[src/rtl/regfile_write_bank_pkg.sv]
// Shared constants and types for the integer register file write side.
package rv_regfile_pkg;
  localparam int XLEN = 32;
  localparam int NREG = 32;
  localparam int AW   = 5;

  typedef logic [AW-1:0]   reg_addr_t;
  typedef logic [XLEN-1:0] xword_t;

  typedef struct packed {
    logic      en;
    reg_addr_t addr;
    xword_t    data;
  } wr_req_t;

  typedef struct packed {
    logic      en;
    reg_addr_t rd;
  } issue_req_t;
endpackage

[src/rtl/regfile_write_bank_if.sv]
// Bundle of WB write, ID issue and flush inputs plus the exported register/scoreboard state.
interface regfile_write_bank_if;
  import rv_regfile_pkg::*;

  logic                 wr_en_i;
  reg_addr_t            wr_addr_i;
  xword_t               wr_data_i;
  logic                 issue_en_i;
  reg_addr_t            issue_rd_i;
  logic                 flush_i;
  logic [NREG*XLEN-1:0] regs_o;
  logic [NREG-1:0]      busy_o;
  logic                 wb_unexp_o;

  modport master (
    output wr_en_i, wr_addr_i, wr_data_i, issue_en_i, issue_rd_i, flush_i,
    input  regs_o, busy_o, wb_unexp_o
  );

  modport slave (
    input  wr_en_i, wr_addr_i, wr_data_i, issue_en_i, issue_rd_i, flush_i,
    output regs_o, busy_o, wb_unexp_o
  );
endinterface

[src/rtl/regfile_write_bank_decoder.sv]
// Enabled binary-to-one-hot decoder used for the write and issue select vectors.
module decoder_5to32
  import rv_regfile_pkg::*;
#(
  parameter int DAW   = AW,
  parameter int DNREG = NREG
) (
  input  logic             i_en,
  input  logic [DAW-1:0]   i_addr,
  output logic [DNREG-1:0] o_onehot
);
  always_comb begin
    o_onehot = '0;
    if (i_en) o_onehot[i_addr] = 1'b1;
  end
endmodule

[src/rtl/regfile_write_bank.sv]
// 32x32 flop bank with x0 tied to zero, plus the pending-write scoreboard for the hazard unit.
module regfile_write_bank
  import rv_regfile_pkg::*;
(
  input  logic                 clk_i,
  input  logic                 rst_ni,
  regfile_write_bank_if.slave  bus
);
  logic [NREG-1:0]            w_wsel;
  logic [NREG-1:0]            w_isel;
  logic [NREG-1:1][XLEN-1:0]  r_regs;
  logic [NREG-1:1]            r_busy;
  logic                       r_unexp;
  logic                       w_unexp;

  decoder_5to32 #(.DAW(AW), .DNREG(NREG)) u_wr_dec (
    .i_en     (bus.wr_en_i),
    .i_addr   (bus.wr_addr_i),
    .o_onehot (w_wsel)
  );

  decoder_5to32 #(.DAW(AW), .DNREG(NREG)) u_iss_dec (
    .i_en     (bus.issue_en_i),
    .i_addr   (bus.issue_rd_i),
    .o_onehot (w_isel)
  );

  // Bit 0 of both select vectors is dropped: x0 has no storage and never goes busy.
  assign w_unexp = |(w_wsel[NREG-1:1] & ~r_busy);

  for (genvar k = 1; k < NREG; k++) begin : g_reg
    always_ff @(posedge clk_i or negedge rst_ni) begin
      if (!rst_ni)        r_regs[k] <= '0;
      else if (w_wsel[k]) r_regs[k] <= bus.wr_data_i;
    end

    // Flush beats everything; a younger issue beats a same-cycle writeback clear.
    always_ff @(posedge clk_i or negedge rst_ni) begin
      if (!rst_ni)           r_busy[k] <= 1'b0;
      else if (bus.flush_i)  r_busy[k] <= 1'b0;
      else if (w_isel[k])    r_busy[k] <= 1'b1;
      else if (w_wsel[k])    r_busy[k] <= 1'b0;
    end
  end

  always_ff @(posedge clk_i or negedge rst_ni) begin
    if (!rst_ni) r_unexp <= 1'b0;
    else         r_unexp <= w_unexp;
  end

  assign bus.regs_o     = {r_regs, {XLEN{1'b0}}};
  assign bus.busy_o     = {r_busy, 1'b0};
  assign bus.wb_unexp_o = r_unexp;
endmodule
[src/flat_wrapper.sv]
// flat-port wrapper written by rule: the top's interface ports become plain ports
module regfile_write_bank_flat import rv_regfile_pkg::*;
  (clk_i, rst_ni, bus_wr_en_i, bus_wr_addr_i, bus_wr_data_i, bus_issue_en_i, bus_issue_rd_i, bus_flush_i, bus_regs_o, bus_busy_o, bus_wb_unexp_o);
  regfile_write_bank_if bus_i ();
  input  logic clk_i;
  input  logic rst_ni;
  input wire logic [$bits(bus_i.wr_en_i)-1:0] bus_wr_en_i;
  input wire logic [$bits(bus_i.wr_addr_i)-1:0] bus_wr_addr_i;
  input wire logic [$bits(bus_i.wr_data_i)-1:0] bus_wr_data_i;
  input wire logic [$bits(bus_i.issue_en_i)-1:0] bus_issue_en_i;
  input wire logic [$bits(bus_i.issue_rd_i)-1:0] bus_issue_rd_i;
  input wire logic [$bits(bus_i.flush_i)-1:0] bus_flush_i;
  output wire logic [$bits(bus_i.regs_o)-1:0] bus_regs_o;
  output wire logic [$bits(bus_i.busy_o)-1:0] bus_busy_o;
  output wire logic [$bits(bus_i.wb_unexp_o)-1:0] bus_wb_unexp_o;
  assign bus_i.wr_en_i = bus_wr_en_i;
  assign bus_i.wr_addr_i = bus_wr_addr_i;
  assign bus_i.wr_data_i = bus_wr_data_i;
  assign bus_i.issue_en_i = bus_issue_en_i;
  assign bus_i.issue_rd_i = bus_issue_rd_i;
  assign bus_i.flush_i = bus_flush_i;
  assign bus_regs_o = bus_i.regs_o;
  assign bus_busy_o = bus_i.busy_o;
  assign bus_wb_unexp_o = bus_i.wb_unexp_o;
  regfile_write_bank u_core (.clk_i(clk_i), .rst_ni(rst_ni), .bus(bus_i));
endmodule
[config.mk]
export PLATFORM = sky130hd
export DESIGN_NAME = regfile_write_bank_flat
export DESIGN_NICKNAME = d
export VERILOG_FILES = /design/src/rtl/regfile_write_bank_pkg.sv /design/src/rtl/regfile_write_bank_if.sv /design/src/rtl/regfile_write_bank_decoder.sv /design/src/rtl/regfile_write_bank.sv /design/src/flat_wrapper.sv
export SDC_FILE = /design/constraint.sdc
export NUM_CORES = 1
export LEC_CHECK = 0
export ABC_AREA = 1
export ABC_CLOCK_PERIOD_IN_PS = 870
export CORE_AREA = 2 2 435 437
export CTS_BUF_LIST = sky130_fd_sc_hd__clkbuf_8
export CTS_CLUSTER_DIAMETER = 150
export DETAILED_ROUTE_END_ITERATION = 16
export DIE_AREA = 0 0 437 439
export PLACE_DENSITY = 0.52
export SLEW_MARGIN = 20
export SYNTH_ARGS = -nofsm -noshare
export SYNTH_HDL_FRONTEND = slang
export SYNTH_SLANG_ARGS = --single-unit
[constraint.sdc]
create_clock -name clk_i -period 0.87 [get_ports clk_i]
set_clock_uncertainty 0.05 [all_clocks]
set_input_delay 0.087 -clock clk_i [delete_from_list [all_inputs] [get_ports clk_i]]
set_output_delay 0.087 -clock clk_i [all_outputs]
set_load 0.01 [all_outputs]
==> run metrics, run 1 <==
HP Class input pin to async pin; PnR worst setup slack -861 ps; area share of the leading cell type in the synthesized netlist 0.669; Max Cap Viol 0; core area 187000 µm²; minimum clock period 1730 ps; slowest stage delay, CP 730 ps; crit-path cells dlygate4sd3_1 -> buf_8 -> buf_12 -> buf_12 -> dlygate4sd3_1 -> buf_12 -> dlygate4sd3_1; register area 25600 µm²; P per Cell Area 2460 nW/µm²; initial antenna violation count 32; WL/cell around 22 µm; hold-fix buffers at CTS 48; vias in the first global route 32.8k; FILL cells 19.4k; Die Y-Extent about 440 µm; fin nets 5527; status complete, but fails checks; I/O pin cnt 1104; crit end category async pin; Synth area leader dfrtp_1; final instance area 60600 µm²; pre-CTS setup slack -1230 ps; root buffer cell clkbuf_8; Detailed Route WL 181 mm; die area 192000 µm²; antenna viol nets, final 0; Fin Hold WS -77.0 ps; multi-input logic area 10200 µm²; distinct cell type count after synthesis 23; DRC Markers 0; cell depth of the worst setup path 7; starting DRC count in detailed routing 2329; initial core utilization 0.205; Seq cells post-synth 1024; synth warn 0; crit-path leading delay family buffers and inverters; Via density 4.10; fin crit share 1.99; CTS Buf Count 180; chip width 437 µm; placed cell areas around 56000 µm²; leakage power slightly above 0.03 µW; htree depth 4; Tot Pwr 149000 µW; Tightest Pin Transition 679 ps; synth top area cells dfrtp_1, nand2_1, o21ai_0; final setup fails 2345; area grow syn2layout 58.2%; total vias in the final route about 33k; maximum VDD drop ~0.0012 V; commonest non-fill, non-tap cells in the layout nand2_1, dfrtp_1, buf_4, buf_6, o21ai_1; RSZ-0062 raised after global routing yes; CTS tree yes; layout cells sized above 1 0.408; CP Class input pin to async pin; type of origin of the critical path input pin; final hold vios 82; I/O Buffers 1070; Final Max Tran Viols 0; GRT Util Overall 0.182; Worst path slowest cell dlygate4sd3_1; Reg2Reg Depth 9; violated checks hold timing, setup timing; Clock Sinks between 1k and 1.5k; syn avg cell area 10.4 µm²; CP max FO 24; cells after synthesis 3678; clk_lat worst skew roughly 940 ps; remaining global-route overflow 0; num rows 159; global-route wire length before repair 250 mm; commonest non-fill, non-tap cell in the layout nand2_1; clock-pin slew on the worst setup and hold paths 60 ps; largest net degree at the start of global routing 66; Worst EP required between 1500 and 2000 ps; DP Wirelength 127 mm; FMAX 0.578 GHz; Finished Core Util 0.324; Post-Syn Area roughly 38000 µm²; CP arrival 2810 ps; GPL Wtd Cong 0.858; First-pass DRT Iterations 5; Worst slew margin 0.546; deepest clock path buffer count 3; post-synthesis sequential area ratio 0.669; Buf/Inv on CP 7
==> power by group <==
group	internal (µW)	total [µW]	switching, µW	leakage (µW)
Clock	24800	46400	21600	0.00213
Combinational	21300	40200	18900	0.0151
Sequential	56300	62400	6090	0.0133
==> stage by stage <==
| step | std cells | setup TNS, ps |
|---|---|---|
| after floorplan | 3710 | -182650 |
| after global placement | 7437 | -1276600 |
| after detailed placement | 7437 | -1284320 |
| after CTS | 7989 | -1001220 |
| after global routing | 8126 | -1085550 |
| final | 8132 | -984190 |
==> layout make-up <==
class | instances | share of cell area
antenna | 15 | 0.000620
clock buffer | 234 | 0.0532
clock inverter | 90 | 0.00876
inverter | 97 | 0.00669
multi-input combinational | 2239 | 0.168
sequential | 1024 | 0.423
tap | 2495 | 0.0515
timing repair buffer | 1938 | 0.288
==> worst paths after layout <==
kind,start,end,slack (ps)
max,rst_ni,u_core.bus.regs_o[215]$_DFFE_PN0P_,-860
min,rst_ni,u_core.bus.regs_o[641]$_DFFE_PN0P_,-80
max reg2reg,u_core.bus.busy_o[17]$_DFFE_PN0P_,u_core.bus.wb_unexp_o$_DFF_PN0_,-390
min reg2reg,u_core.bus.regs_o[728]$_DFFE_PN0P_,u_core.bus.regs_o[728]$_DFFE_PN0P_,440
max in group clk_i,u_core.bus.busy_o[2]$_DFFE_PN0P_,bus_busy_o[2],-860
min in group clk_i,bus_issue_rd_i[2],u_core.bus.busy_o[20]$_DFFE_PN0P_,120
==> cells by family after synthesis <==
kind of cell,Yosys count,synth area share
AOI/OAI and AO/OA,1023,0.138
buffers and inverters,447,0.0744
DFF,1024,0.669
other,1,0.0000979
and+or+nand+nor,1183,0.118
==> synth_stat cells (all sizes together) <==
| library cell | instances |
|---|---|
| clkbuf | 132 |
| nand2 | 1110 |
| nor2 | 42 |
| a21oi | 31 |
| inv | 97 |
| nand3 | 18 |
| o21ai | 992 |
| nor3 | 12 |
| buf | 218 |
| conb | 1 |
| nand3b | 1 |
| dfrtp | 1024 |
==> repair_timing <==
item                                    4_1_cts  5_1_grt
hold endpoints to repair                   1972      457
endpoints found under the setup margin     1721     2345
resized for setup                          4308      508
pin swaps                                     0        0
buffers inserted                            180      128
==> layer usage <==
layer | vias up | GRT usage | routed length, µm
li1 | 15600 | - | -
met1 | 16200 | 0.221 | 71600
met3 | 291 | 0.0491 | 14000
met2 | 1278 | 0.309 | 89300
met5 | - | 0 | 27
met4 | 4 | 0.0680 | 6120
==> sequential cells by signal, indices dropped and copies added (netlist names) <==
name / cells
u_core.bus.regs_o: 992
u_core.bus.busy_o: 31
u_core.bus.wb_unexp_o: 1
==> worst register-to-register path, stage by stage (launching register included) <==
cell,delay [ps]
dfrtp_1,380
buf_4,120
buf_4,90
inv_1,30
nand3_1,100
nand2_1,60
nor2_1,80
nand2_1,70
nor2_1,100
nand2_1,50
Note: power is estimated with default switching activity, not from simulation.
==> run 2, diff against run 1 <==
ABC_CLOCK_PERIOD_IN_PS = 2250   (was 870)
CORE_AREA = 3 3 424 426   (was 2 2 435 437)
DIE_AREA = 0 0 427 429   (was 0 0 437 439)
PLACE_DENSITY = 0.53   (was 0.52)
clock period = 2.25 ns   (was 0.87 ns; I/O delays follow)
==> run metrics, run 2 (synthesis gave the netlist of run 1 again) <==
PnR worst setup slack 126 ps (+987 ps); R2R Path Start u_core.bus.busy_o[16]$_DFFE_PN0P_; WL/cell 23.8 µm (+7.1%); # placed instances 6935 (-6.8%); chip width 427 µm (-2.3%); layout cells sized above 1 0.108 (-0.300); Die Y-Extent 429 µm (-2.3%); HP Class input pin to flip-flop; CTS tree yes; total vias in the final route 30.7k (-7.9%); I/O Buffers 1070 (unchanged); Tot Pwr 53600 µW (-64%); CP max FO 2 (-92%); I/O pin cnt 1104 (unchanged); Worst EP required 1980 ps (+20 ps); Clock Sinks 1024 (unchanged); Max Cap Viol 0 (unchanged); GRT Util Overall 0.185 (+0.00242); final hold vios 0 (-100%); final std cells w/o fill 7274 (-11%); Final Max Tran Viols 0 (unchanged); area grow syn2layout 43.4%; initial core utilization 0.218 (+0.0127); clock-pin slew on the worst setup and hold paths 60 ps (about the same); Worst slew margin 0.527 (-0.0183); Post-CTS Setup Repair Bufs 0 (-100%); clk_lat worst skew 920 ps (-20 ps); pre-CTS setup slack 95.4 ps (+1330 ps); root buffer cell clkbuf_8; maximum VDD drop 0.000564 V (-54%); crit end category output port; minimum clock period 2120 ps; fin crit share 0.944; initial antenna violation count 32 (unchanged); crit-path leading delay family buffers and inverters; hold path startpoint bus_wr_data_i[10]; CP arrival 1850 ps (-960 ps); Largest register FFs 992 (unchanged); vias in the first global route 30.6k (-6.6%); FMAX 0.471 GHz; slowest stage delay, CP 600 ps (-130 ps); status finished, final reports clean; core area 176000 µm² (-5.8%); GPL Wtd Cong 0.854 (-0.49%); type of origin of the critical path flip-flop; Worst Setup SP u_core.bus.regs_o[267]$_DFFE_PN0P_; deepest clock path buffer count 3 (unchanged); num rows 154 (-3.1%); CP Class flip-flop to output port; Buf/Inv on CP 1 (-6); Worst path slowest cell clkdlybuf4s50_1; Detailed Route WL 173 mm (-4.2%); antenna viol nets, final 0 (unchanged); htree depth 4 (unchanged); Tightest Pin Transition 703 ps (+24.3 ps); DRC Markers 0 (unchanged); crit-path cells clkdlybuf4s50_1; leakage power 0.0265 µW (-13%); fin nets 4831 (-13%); final setup fails 0 (-100%); commonest non-fill, non-tap cells in the layout nand2_1, dfrtp_1, o21ai_0, clkdlybuf4s50_1, dlygate4sd2_1; starting DRC count in detailed routing 2471 (+6.1%); DP Wirelength 119 mm (-6.4%); global-route wire length before repair 241 mm (-3.6%); die area 183000 µm² (-4.5%); remaining global-route overflow 0 (unchanged); First-pass DRT Iterations 7 (+2); CTS Buf Count 179 (-0.56%); commonest non-fill, non-tap cell in the layout nand2_1; P per Cell Area 975 nW/µm² (-60%); largest net degree at the start of global routing 81 (+23%); Via density 4.22 (+3.0%)
run 2: cell type report:
cell class | instances | area [µm²]
timing repair buffer | 1243 | 12500
clock inverter | 100 | 604
multi-input combinational | 2239 | 9970
inverter | 97 | 367
sequential | 1024 | 25600
clock buffer | 212 | 2920
fill | 18500 | 121000
antenna | 19 | 47.5
tap | 2340 | 2930
run 2: per-stage QoR:
stage                     hold slack (ps)  TNS [ps]  utilization  area (µm²)
after floorplan                      -121         0            -       38400
after global placement                240         0        0.294       51800
after detailed placement              237         0        0.294       51800
after CTS                            3.27         0        0.312       54900
after global routing                 27.3     -91.5        0.312       54900
final                                 123         0        0.312       55000
run 2: path summary, 6_finish.rpt:
check	depth (start not counted)	slack (ps)	endpoint
worst max-delay path	1	130	bus_regs_o[267]
worst min-delay path	4	120	u_core.bus.regs_o[106]$_DFFE_PN0P_
worst max register to register	3	980	u_core.bus.busy_o[16]$_DFFE_PN0P_
worst min register to register	2	420	u_core.bus.regs_o[554]$_DFFE_PN0P_
max in group asynchronous	4	1250	u_core.bus.regs_o[62]$_DFFE_PN0P_
min in group asynchronous	3	280	u_core.bus.regs_o[39]$_DFFE_PN0P_
run 2: layer usage:
metal,up-vias,track usage,routed length [µm]
met2,1159,0.319,87000
met3,257,0.0504,13600
met1,15200,0.216,66700
met4,6,0.0728,6220
met5,-,0,39
li1,14100,-,-
run 2: what timing repair did:
item                                    CTS  global route
hold endpoints to repair                996             0
hold buffers                              8             0
endpoints found under the setup margin  465             7
gates resized for setup                 475             7
run 2: report_power, final:
| part | internal, µW | switching (µW) | total, µW |
|---|---|---|---|
| clock | 8930 | 8140 | 17100 |
| sequential | 21700 | 1890 | 23600 |
| combinational | 6160 | 6720 | 12900 |
| total | 36800 | 16700 | 53600 |
run 2: worst reg2reg max path, delay by kind of cell, from the launching register on:
family          cells  cell delay (ps)
buf+inv             1              570
flops               1              400
simple gates        1               70
compound gates      1               60
